File: src/rtl/bus_mailbox_pkg.sv
// bus_mailbox_pkg
//   Shared constants for the bus mailbox: default register window base,
//   register index encoding, and STATUS / CONTROL bit positions.
package bus_mailbox_pkg;

    localparam logic [15:0] BASE_ADDR_DEFAULT = 16'hFF00;

    // Register index, taken from ADDR[2:1]
    typedef enum logic [1:0] {
        REG_DATA    = 2'd0,
        REG_STATUS  = 2'd1,
        REG_CONTROL = 2'd2,
        REG_LEVEL   = 2'd3
    } reg_idx_e;

    // STATUS bit positions
    localparam int unsigned ST_RX_EMPTY = 0;
    localparam int unsigned ST_RX_FULL  = 1;
    localparam int unsigned ST_TX_EMPTY = 2;
    localparam int unsigned ST_TX_FULL  = 3;
    localparam int unsigned ST_RX_OVF   = 5;
    localparam int unsigned ST_RX_UNF   = 6;
    localparam int unsigned ST_TX_OVF   = 7;

    // CONTROL bit positions
    localparam int unsigned CT_RX_IE      = 0;
    localparam int unsigned CT_TX_IE      = 1;
    localparam int unsigned CT_CLR_RX_OVF = 2;
    localparam int unsigned CT_CLR_RX_UNF = 3;
    localparam int unsigned CT_CLR_TX_OVF = 4;
    localparam int unsigned CT_WM_LSB     = 8;
    localparam int unsigned CT_WM_MSB     = 11;

endpackage

File: src/rtl/mailbox_fifo.sv
// mailbox_fifo
//   Synchronous 16-bit FIFO with DEPTH entries (power of two, >= 2).
//   Pointers carry one extra wrap bit so full and empty are distinguishable.
// Ports:
//   clk, rst      clock, asynchronous active-high reset
//   push, din     write request and data (ignored when full)
//   pop           read request (ignored when empty)
//   full, empty   occupancy flags
//   level         number of stored entries (DEPTH_LOG2+1 bits)
//   head          oldest entry, 0 when empty
module mailbox_fifo #(
    parameter int unsigned DEPTH      = 8,
    parameter int unsigned DEPTH_LOG2 = 3
) (
    input  logic                  clk,
    input  logic                  rst,
    input  logic                  push,
    input  logic                  pop,
    input  logic [15:0]           din,
    output logic                  full,
    output logic                  empty,
    output logic [DEPTH_LOG2:0]   level,
    output logic [15:0]           head
);

    logic [15:0]         mem [DEPTH];
    logic [DEPTH_LOG2:0] wr_ptr;
    logic [DEPTH_LOG2:0] rd_ptr;
    logic                do_push;
    logic                do_pop;

    assign level   = wr_ptr - rd_ptr;
    assign empty   = (wr_ptr == rd_ptr);
    assign full    = (level == (DEPTH_LOG2 + 1)'(DEPTH));
    assign do_push = push & ~full;
    assign do_pop  = pop & ~empty;
    assign head    = empty ? '0 : mem[rd_ptr[DEPTH_LOG2-1:0]];

    always_ff @(posedge clk) begin
        if (do_push) begin
            mem[wr_ptr[DEPTH_LOG2-1:0]] <= din;
        end
    end

    always_ff @(posedge clk or posedge rst) begin
        if (rst) begin
            wr_ptr <= '0;
            rd_ptr <= '0;
        end else begin
            if (do_push) begin
                wr_ptr <= wr_ptr + 1'b1;
            end
            if (do_pop) begin
                rd_ptr <= rd_ptr + 1'b1;
            end
        end
    end

endmodule

File: src/rtl/bus_mailbox.sv
// bus_mailbox
//   Memory-mapped CPU bus responder with an RX FIFO (host -> CPU) and a
//   TX FIFO (CPU -> host), sticky error flags and a registered IRQ.
//   Registers (index ADDR[2:1]): 0 DATA, 1 STATUS, 2 CONTROL, 3 LEVEL.
//   Optional feature macro: BUS_MAILBOX_WATERMARK_EN adds a 4-bit RX
//   watermark in CONTROL[11:8] that gates the RX interrupt condition.
// Ports:
//   CLK, RESET                      clock, asynchronous active-high reset
//   ADDR, DIN, RDN, WRN0, WRN1      CPU bus (active-low strobes)
//   DOUT, DOUT_OEN                  combinational read data / drive enable
//   IRQ                             registered interrupt request
//   HOST_RX_DATA/VALID/READY        host stream into RX FIFO
//   HOST_TX_DATA/VALID/READY        host stream out of TX FIFO
module bus_mailbox
    import bus_mailbox_pkg::*;
#(
    parameter logic [15:0] BASE_ADDR  = BASE_ADDR_DEFAULT,
    parameter int unsigned DEPTH      = 8,
    parameter int unsigned DEPTH_LOG2 = 3
) (
    input  logic        CLK,
    input  logic        RESET,
    input  logic [15:0] ADDR,
    input  logic [15:0] DIN,
    input  logic        RDN,
    input  logic        WRN0,
    input  logic        WRN1,
    output logic [15:0] DOUT,
    output logic        DOUT_OEN,
    output logic        IRQ,
    input  logic [15:0] HOST_RX_DATA,
    input  logic        HOST_RX_VALID,
    output logic        HOST_RX_READY,
    output logic [15:0] HOST_TX_DATA,
    output logic        HOST_TX_VALID,
    input  logic        HOST_TX_READY
);

    logic                sel;
    reg_idx_e            idx;
    logic                rd_active;
    logic                wr_any;
    logic                wr_fire;
    logic                wr_idle_q;
    logic                rd_pend;

    logic                rx_full, rx_empty, tx_full, tx_empty;
    logic [DEPTH_LOG2:0] rx_level, tx_level;
    logic [7:0]          rx_lvl8, tx_lvl8;
    logic [15:0]         rx_head, tx_head;
    logic                rx_push, rx_pop, tx_push, tx_pop;
    logic [15:0]         tx_word;

    logic                rx_ie, tx_ie;
    logic                rx_ovf, rx_unf, tx_ovf;
    logic                rx_ovf_set, rx_unf_set, tx_ovf_set;
    logic                ctrl_lo_wr, ctrl_hi_wr;
    logic                rx_irq_cond;
    logic [3:0]          wm;

    logic                unused_addr0;
    assign unused_addr0 = ADDR[0];

    // ---------------- decode ----------------
    assign sel       = (ADDR[15:3] == BASE_ADDR[15:3]);
    assign idx       = reg_idx_e'(ADDR[2:1]);
    assign rd_active = sel & ~RDN;
    assign wr_any    = ~WRN0 | ~WRN1;

    // wr_idle_q records that the strobe was inactive on the previous cycle.
    // It resets to 0 so a strobe already low at reset release never fires.
    assign wr_fire    = wr_any & sel & wr_idle_q;
    assign ctrl_lo_wr = wr_fire & (idx == REG_CONTROL) & ~WRN0;
    assign ctrl_hi_wr = wr_fire & (idx == REG_CONTROL) & ~WRN1;

    // ---------------- FIFO control ----------------
    assign rx_push    = HOST_RX_VALID & ~rx_full;
    assign rx_pop     = rd_pend & RDN;
    assign tx_word    = {WRN1 ? 8'h00 : DIN[15:8], WRN0 ? 8'h00 : DIN[7:0]};
    assign tx_push    = wr_fire & (idx == REG_DATA) & ~tx_full;
    assign tx_pop     = HOST_TX_VALID & HOST_TX_READY;

    assign rx_ovf_set = HOST_RX_VALID & rx_full;
    assign rx_unf_set = rd_active & (idx == REG_DATA) & rx_empty;
    assign tx_ovf_set = wr_fire & (idx == REG_DATA) & tx_full;

    mailbox_fifo #(
        .DEPTH      (DEPTH),
        .DEPTH_LOG2 (DEPTH_LOG2)
    ) u_rx_fifo (
        .clk   (CLK),
        .rst   (RESET),
        .push  (rx_push),
        .pop   (rx_pop),
        .din   (HOST_RX_DATA),
        .full  (rx_full),
        .empty (rx_empty),
        .level (rx_level),
        .head  (rx_head)
    );

    mailbox_fifo #(
        .DEPTH      (DEPTH),
        .DEPTH_LOG2 (DEPTH_LOG2)
    ) u_tx_fifo (
        .clk   (CLK),
        .rst   (RESET),
        .push  (tx_push),
        .pop   (tx_pop),
        .din   (tx_word),
        .full  (tx_full),
        .empty (tx_empty),
        .level (tx_level),
        .head  (tx_head)
    );

    assign rx_lvl8       = 8'(rx_level);
    assign tx_lvl8       = 8'(tx_level);
    assign HOST_RX_READY = ~rx_full;
    assign HOST_TX_VALID = ~tx_empty;
    assign HOST_TX_DATA  = tx_head;

    // ---------------- watermark ----------------
`ifdef BUS_MAILBOX_WATERMARK_EN
    logic [7:0] wm_eff;

    always_ff @(posedge CLK or posedge RESET) begin
        if (RESET) begin
            wm <= '0;
        end else if (ctrl_hi_wr) begin
            wm <= DIN[CT_WM_MSB:CT_WM_LSB];
        end
    end

    // A watermark of 0 behaves like 1 so the IRQ never fires on an empty FIFO
    assign wm_eff      = (wm == 4'd0) ? 8'd1 : {4'b0, wm};
    assign rx_irq_cond = (rx_lvl8 >= wm_eff);
`else
    logic unused_ctrl_hi;
    assign unused_ctrl_hi = ctrl_hi_wr;
    assign wm             = '0;
    assign rx_irq_cond    = ~rx_empty;
`endif

    // ---------------- registers ----------------
    always_ff @(posedge CLK or posedge RESET) begin
        if (RESET) begin
            wr_idle_q <= 1'b0;
            rd_pend   <= 1'b0;
            rx_ie     <= 1'b0;
            tx_ie     <= 1'b0;
            rx_ovf    <= 1'b0;
            rx_unf    <= 1'b0;
            tx_ovf    <= 1'b0;
            IRQ       <= 1'b0;
        end else begin
            wr_idle_q <= ~wr_any;

            // One pop per DATA strobe: armed while RDN low, popped when it rises
            if (rd_pend) begin
                if (RDN) begin
                    rd_pend <= 1'b0;
                end
            end else if (rd_active && (idx == REG_DATA) && !rx_empty) begin
                rd_pend <= 1'b1;
            end

            if (ctrl_lo_wr) begin
                rx_ie <= DIN[CT_RX_IE];
                tx_ie <= DIN[CT_TX_IE];
            end

            // Sticky set takes priority over a same-cycle clear
            if (rx_ovf_set) begin
                rx_ovf <= 1'b1;
            end else if (ctrl_lo_wr && DIN[CT_CLR_RX_OVF]) begin
                rx_ovf <= 1'b0;
            end
            if (rx_unf_set) begin
                rx_unf <= 1'b1;
            end else if (ctrl_lo_wr && DIN[CT_CLR_RX_UNF]) begin
                rx_unf <= 1'b0;
            end
            if (tx_ovf_set) begin
                tx_ovf <= 1'b1;
            end else if (ctrl_lo_wr && DIN[CT_CLR_TX_OVF]) begin
                tx_ovf <= 1'b0;
            end

            IRQ <= (rx_ie & rx_irq_cond) | (tx_ie & tx_empty);
        end
    end

    // ---------------- read mux ----------------
    always_comb begin
        DOUT     = '0;
        DOUT_OEN = 1'b1;
        if (rd_active) begin
            DOUT_OEN = 1'b0;
            case (idx)
                REG_DATA:    DOUT = rx_head;
                REG_STATUS:  DOUT = {8'b0, tx_ovf, rx_unf, rx_ovf, 1'b0,
                                     tx_full, tx_empty, rx_full, rx_empty};
                REG_CONTROL: DOUT = {4'b0, wm, 6'b0, tx_ie, rx_ie};
                REG_LEVEL:   DOUT = {tx_lvl8, rx_lvl8};
                default:     DOUT = '0;
            endcase
        end
    end

endmodule

File: config.mk
export PLATFORM = sky130hd
export DESIGN_NAME = bus_mailbox
export DESIGN_NICKNAME = d
export VERILOG_FILES = /design/src/rtl/bus_mailbox_pkg.sv /design/src/rtl/mailbox_fifo.sv /design/src/rtl/bus_mailbox.sv
export SDC_FILE = /design/constraint.sdc
export NUM_CORES = 1
export LEC_CHECK = 0
export CELL_PAD_IN_SITES_DETAIL_PLACEMENT = 0
export CELL_PAD_IN_SITES_GLOBAL_PLACEMENT = 1
export CORE_MARGIN = 2
export CORE_UTILIZATION = 45
export CTS_CLUSTER_DIAMETER = 150
export DETAILED_ROUTE_END_ITERATION = 7
export GPL_ROUTABILITY_DRIVEN = 0
export PLACE_DENSITY = 0.71
export SLEW_MARGIN = 25
export SYNTH_ARGS = -nofsm -noshare
export SYNTH_HDL_FRONTEND = slang
export SYNTH_HIERARCHICAL = 1
export SYNTH_SLANG_ARGS = --single-unit
File: constraint.sdc
create_clock -name CLK -period 9 [get_ports CLK]
set_clock_uncertainty 0.2 [all_clocks]
set_input_delay 1.35 -clock CLK [delete_from_list [all_inputs] [get_ports CLK]]
set_output_delay 1.35 -clock CLK [all_outputs]
set_load 0.02 [all_outputs]
==> metrics <==
TNS Setup 0 ns; Slew Viols, Final 0; FP Rows 59; Power Dens Cells roughly 260 nW/µm²; area of the multi-input gates about 3400 µm²; startpoint types flop; remaining routing DRC violations 0; CTS root buffer clkbuf_16; data arrival time of the worst path approximately 5.4 ns; ant diodes 0; Mapped Cells ~670; Crit path required time ~7.5 ns; DRT Wirelength 24700 µm; TritonRoute pass-1 iters 6; Max Fclk between 100 and 150 MHz; cell area after synthesis 11800 µm²; max-cap violations 0; layout cells sized above 1 21.8%; count of cell types in the netlist 54; Leak 4.56 nW; largest cells by area after synthesis edfxtp_1 65%, mux4_2 13%, dfrtp_1 5.1%; Worst Tran Pin Value ~1.0 ns; Hold Worst Slack ~0.32 ns; CTS tree done; crit path max fanout 18; HP Class flop to flop; async set or reset register ratio after synthesis 8.57%; synth warn 6; crit end category primary output; Clock transition at path regs ~0.060 ns; clock buffer depth 3; level count of the clock H-tree 1; Synth area leader edfxtp_1; I/O pin count a little over 90; max incr delay on CP 0.97 ns; Rel. slew slack a little under a third; initial antenna violation count 0; initial core utilization between 40% and 50%; Reg area 8290 µm²; outcome finished clean; top_reg_cell synth edfxtp_1; WL/cell about 22 µm; most frequent cells in the layout 256 x edfxtp_1, 89 x clkdlybuf4s50_1, 75 x nand2_1, 66 x mux4_2, 36 x a21oi_1; # nets final 841; final hold vios 0; IR drop worst, VDD 0.258 mV; core area ~26000 µm²; DP Wirelength between 15000 and 20000 µm; Clock Latency Late Sink between 0.5 and 0.6 ns; Iteration-0 DRC Markers 390; Die Y between 150 and 200 µm; gr usage total between 10% and 20%; die area about 27000 µm²; GRT overflow 0; RSZ-0062 raised after global routing no; Fillers about 2.1k; die extent in x 166 µm; largest net degree at the start of global routing 37; EDFF count, synth ~260; first-pass GRT wire length between 30000 and 40000 µm; Synth top area share between 60% and 70%; via count slightly above 6k; Layout area overhead 19.4%; PortBufs 89; final instance area 14100 µm²; Finished Core Util a little over half; sequential-to-total area share from yosys stat between 70% and 80%; cts bufs inserted 29; placed inst area between 10000 and 15000 µm²; DRT antenna net count 0; Post-CTS Resized 0; final setup vio count 0; Clock Sinks 280; Final Critical Period 6.98 ns; total power 3.63 mW; CP most frequent cell nor2_1; post-CTS setup buffers 0; vias in the first global route approximately 6.6k; Syn Area/Cell about 18 µm²; CP Class flop to primary output; number of vias per cell 5.47; final period utilization between 70 and 80%; Synth Net Count between 700 and 800; register bit count reported by yosys 280; most common cell after layout, fill and taps aside edfxtp_1; # hold bufs at CTS 0; Max stage delay cell, worst path clkinv_1; CP cell instances clkinv_1 -> ha_1 -> xor2_1 -> or3_4 -> nor3_4 -> mux2i_1 -> nor2_1 -> a21oi_1 -> nor2_1 -> clkdlybuf4s50_1
[where the power goes]
group	internal (mW)	switching, mW	leakage (nW)
clock	0.588	0.474	0.418
sequential	1.53	0.0666	2.52
combinational	0.423	0.541	1.62
total	2.55	1.08	4.56
[metrics by stage]
stage / std cells / setup slack, ns
3_5_place_dp: 1076 / 2.60
6_report: 1129 / 2.02
3_3_place_gp: 1074 / 2.60
5_1_grt: 1129 / 1.78
4_1_cts: 1127 / 1.98
2_1_floorplan: 665 / 4.25
[final timing paths]
kind	start	to	slack [ns]	cells past startpoint
worst max register to register	u_tx_fifo/rd_ptr[2]	u_tx_fifo/mem[2][7]	3.30	9
worst max-delay path	u_tx_fifo/rd_ptr[2]	DOUT[3]	2.02	10
worst min register to register	rx_ovf	rx_ovf	0.32	1
worst min-delay path	rx_ovf	rx_ovf	0.32	1
min in group asynchronous	RESET	rx_ie	1.00	2
max in group asynchronous	RESET	u_tx_fifo/rd_ptr[0]	7.29	2
[synthesized netlist by cell type (6+ instances only)]
master,n
ha_1,10
and2_1,8
dfrtp_1,24
mux4_2,66
nand3_1,6
nor2b_1,18
inv_1,16
xnor2_1,10
nor2_1,24
a21oi_1,36
clkbuf_1,13
buf_4,7
nand2_1,75
buf_2,6
edfxtp_1,256
nor3_1,6
[logic make-up after synthesis]
family | count (synthesis) | synth area share (%)
compound gates | 56 | 3.20
mux | 77 | 13.7
fa+ha+maj | 12 | 1.40
flops | 280 | 70.4
simple gates | 173 | 7.98
buf+inv | 51 | 1.98
xor+xnor | 16 | 1.32
[registers in the layout, summed over array words and instances, names as in the netlist, 4 cells and up]
register and cells:
u_rx_fifo/mem 128, u_rx_fifo/wr_ptr 4, u_tx_fifo/mem 128, u_tx_fifo/rd_ptr 4, u_tx_fifo/wr_ptr 4, u_rx_fifo/rd_ptr 4
[area by class of cell]
cell class	instances	area share, %
multi-input combinational	334	23.9
sequential	280	59.0
tap	335	2.98
clock inverter	19	0.757
clock buffer	32	5.24
timing repair buffer	109	7.59
inverter	20	0.534
[metal layers]
| metal | share of wire, % | track usage [%] | up-vias |
|---|---|---|---|
| li1 | - | - | 2822 |
| met1 | 40 | 22.6 | 3180 |
| met2 | 53 | 33.1 | 134 |
| met3 | 4.5 | 2.96 | 44 |
| met4 | 2.2 | 4.50 | 0 |
| met5 | 0 | 0 | - |
[critical path: cells and delay by family, from the launching register on]
kind            cells  cell delay, ns
xor+xnor            1            0.19
fa+ha+maj           1            0.66
flops               1            0.94
simple gates        4            1.26
buf+inv             2            1.60
mux                 1            0.16
compound gates      1            0.08
(Power assumes the default switching activity.)
==> RTL change: new RTL, same flow settings <==
Build with the macro `BUS_MAILBOX_WATERMARK_EN` defined.
--- a/src/rtl/bus_mailbox.sv
+++ b/src/rtl/bus_mailbox.sv
@@ -13,2 +13,4 @@
 //   HOST_TX_DATA/VALID/READY        host stream out of TX FIFO
+`define BUS_MAILBOX_WATERMARK_EN
+
 module bus_mailbox
Behaviour: not the same (a bounded check fails within 4 cycles, from zero or initial values and one cycle with RESET high).
==> RTL change against the original RTL <==
Sequential share of layout area is 1.1 points lower. Sequential cell count rose by 4. Wire length up 5.5%. Final cell count up 3.2%. Design area up 3.1%. Via count rose by 3.3%. Setup slack worse by 0.0034 ns. Total power up 8.1%. Area after synthesis up 2.5%.
==> RTL change: results (changes against the original RTL) <==
* First-pass GRT wire length at 39520 um (+2.6%)
* WL/cell at 22.38 um (+2.2%)
* Clock power share at 30.4% (+1.1 points)
* FILL cells at 2029 (-2.2%)
* Detailed Place HPWL at 16120 um (+5.6%)
* Via density at 5.482 (+0.14%)
* Async SR Flop Fraction at 9.859% (+1.3 points)
* Peak supply drop at 0.1541 mV (-40%)
* Net Sw Frac at 29.74% (-0.088 points)
* Area contributors post-synth: edfxtp_1, mux4_2, dfrtp_1
* RR Endpoint: u_tx_fifo/mem[0][14]$_DFFE_PP_
* Post-synth cell types at 54 (unchanged)
* P_leak at 4.722 nW (+3.6%)
* Total CTS buffers at 30 (+3.4%)
* Reg2reg setup slack at 3.40 ns (+0.10 ns)
* Top cells by count, synth: edfxtp_1, nand2_1, mux4_2, a21oi_1, dfrtp_1
* Hold slack at 0.3097 ns (-0.01287 ns)
* Vias in the first global route at 6798 (+2.5%)
* Share of layout cells above drive strength 1 at 20.96% (-0.82 points)
* Starting DRT DRC Count at 378 (-3.1%)
* Comb. pwr at 1.09 mW (+13%)
* CP peak stage delay at 0.89 ns (-0.08 ns)
* Share of the yosys chip area belonging to registers at 69.53% (-0.89 points)
* Hold Path Sink: wm[2]$_DFFE_PP0P_
* Status: finished, final reports clean
==> RTL change: cell types whose count changed after synthesis, moves of 4 or more <==
cell     delta
mux2_2      +7
o21ai_0     +4
dfrtp_1     +4
ha_1        +4
nand2_1     +4
inv_1       +4
==> RTL change: cell type report <==
| class | instances | area, sq um | share of cell area, % |
|---|---|---|---|
| timing repair buffer | 108 | 1052 | 7.259 |
| multi-input combinational | 358 | 3572 | 24.64 |
| clock buffer | 41 | 833.3 | 5.749 |
| sequential | 284 | 8392 | 57.89 |
| clock inverter | 15 | 136.4 | 0.9409 |
| inverter | 24 | 90.09 | 0.6215 |
| tap | 335 | 419.2 | 2.892 |
==> RTL change: worst max-delay path by stage <==
| stage | start | endpoint | slack (ns) | cells past startpoint |
|---|---|---|---|---|
| after floorplan | ADDR[4] | u_tx_fifo/mem[0][0]$_DFFE_PP_ | 3.50 | 5 |
| after global placement | u_tx_fifo/rd_ptr[2]$_DFFE_PP0P_ | DOUT[3] | 2.48 | 10 |
| after detailed placement | u_tx_fifo/rd_ptr[2]$_DFFE_PP0P_ | DOUT[3] | 2.47 | 10 |
| after CTS | u_tx_fifo/rd_ptr[2]$_DFFE_PP0P_ | DOUT[3] | 1.89 | 10 |
| after global routing | u_tx_fifo/rd_ptr[2]$_DFFE_PP0P_ | DOUT[3] | 1.71 | 10 |
| final | u_rx_fifo/rd_ptr[2]$_DFFE_PP0P_ | DOUT[1] | 2.02 | 8 |
==> RTL change: routing by layer <==
layer,wire [um],vias to the layer above,global-route usage (%)
li1,-,2947,-
met1,10680,3276,23.02
met2,14120,123,34.96
met3,784,40,2.293
met4,499,0,5.180
met5,0,-,0
==> RTL change: stage by stage <==
stage	setup slack, ns	cell area, sq um	util, %	std cells	power (mW)
2_1_floorplan	3.496	12060	-	698	2.379
3_3_place_gp	2.485	13470	51.38	1105	2.743
3_5_place_dp	2.474	13470	51.40	1105	2.769
4_1_cts	1.888	14440	55.10	1161	3.959
5_1_grt	1.713	14500	55.31	1165	4.103
6_report	2.021	14500	55.31	1165	3.919
==> RTL change: logic make-up after synthesis <==
family,synth area share [%]
AO/OA/AOI/OAI,3.516
XOR/XNOR,1.286
adder cells (fa/ha/maj),1.784
buffers and inverters,2.033
flip-flops,69.53
multiplexers,13.76
AND/OR/NAND/NOR,8.090
==> RTL change: worst register-to-register path, cell delays in order, from the launching register on <==
cell,delay [ns]
dfrtp_1,0.87
clkinv_1,0.88
ha_1,0.64
a21oi_1,0.34
and3_4,0.31
nor3_4,0.12
nor4_2,0.58
nand2_1,0.36
nor4_2,0.60
buf_4,0.38
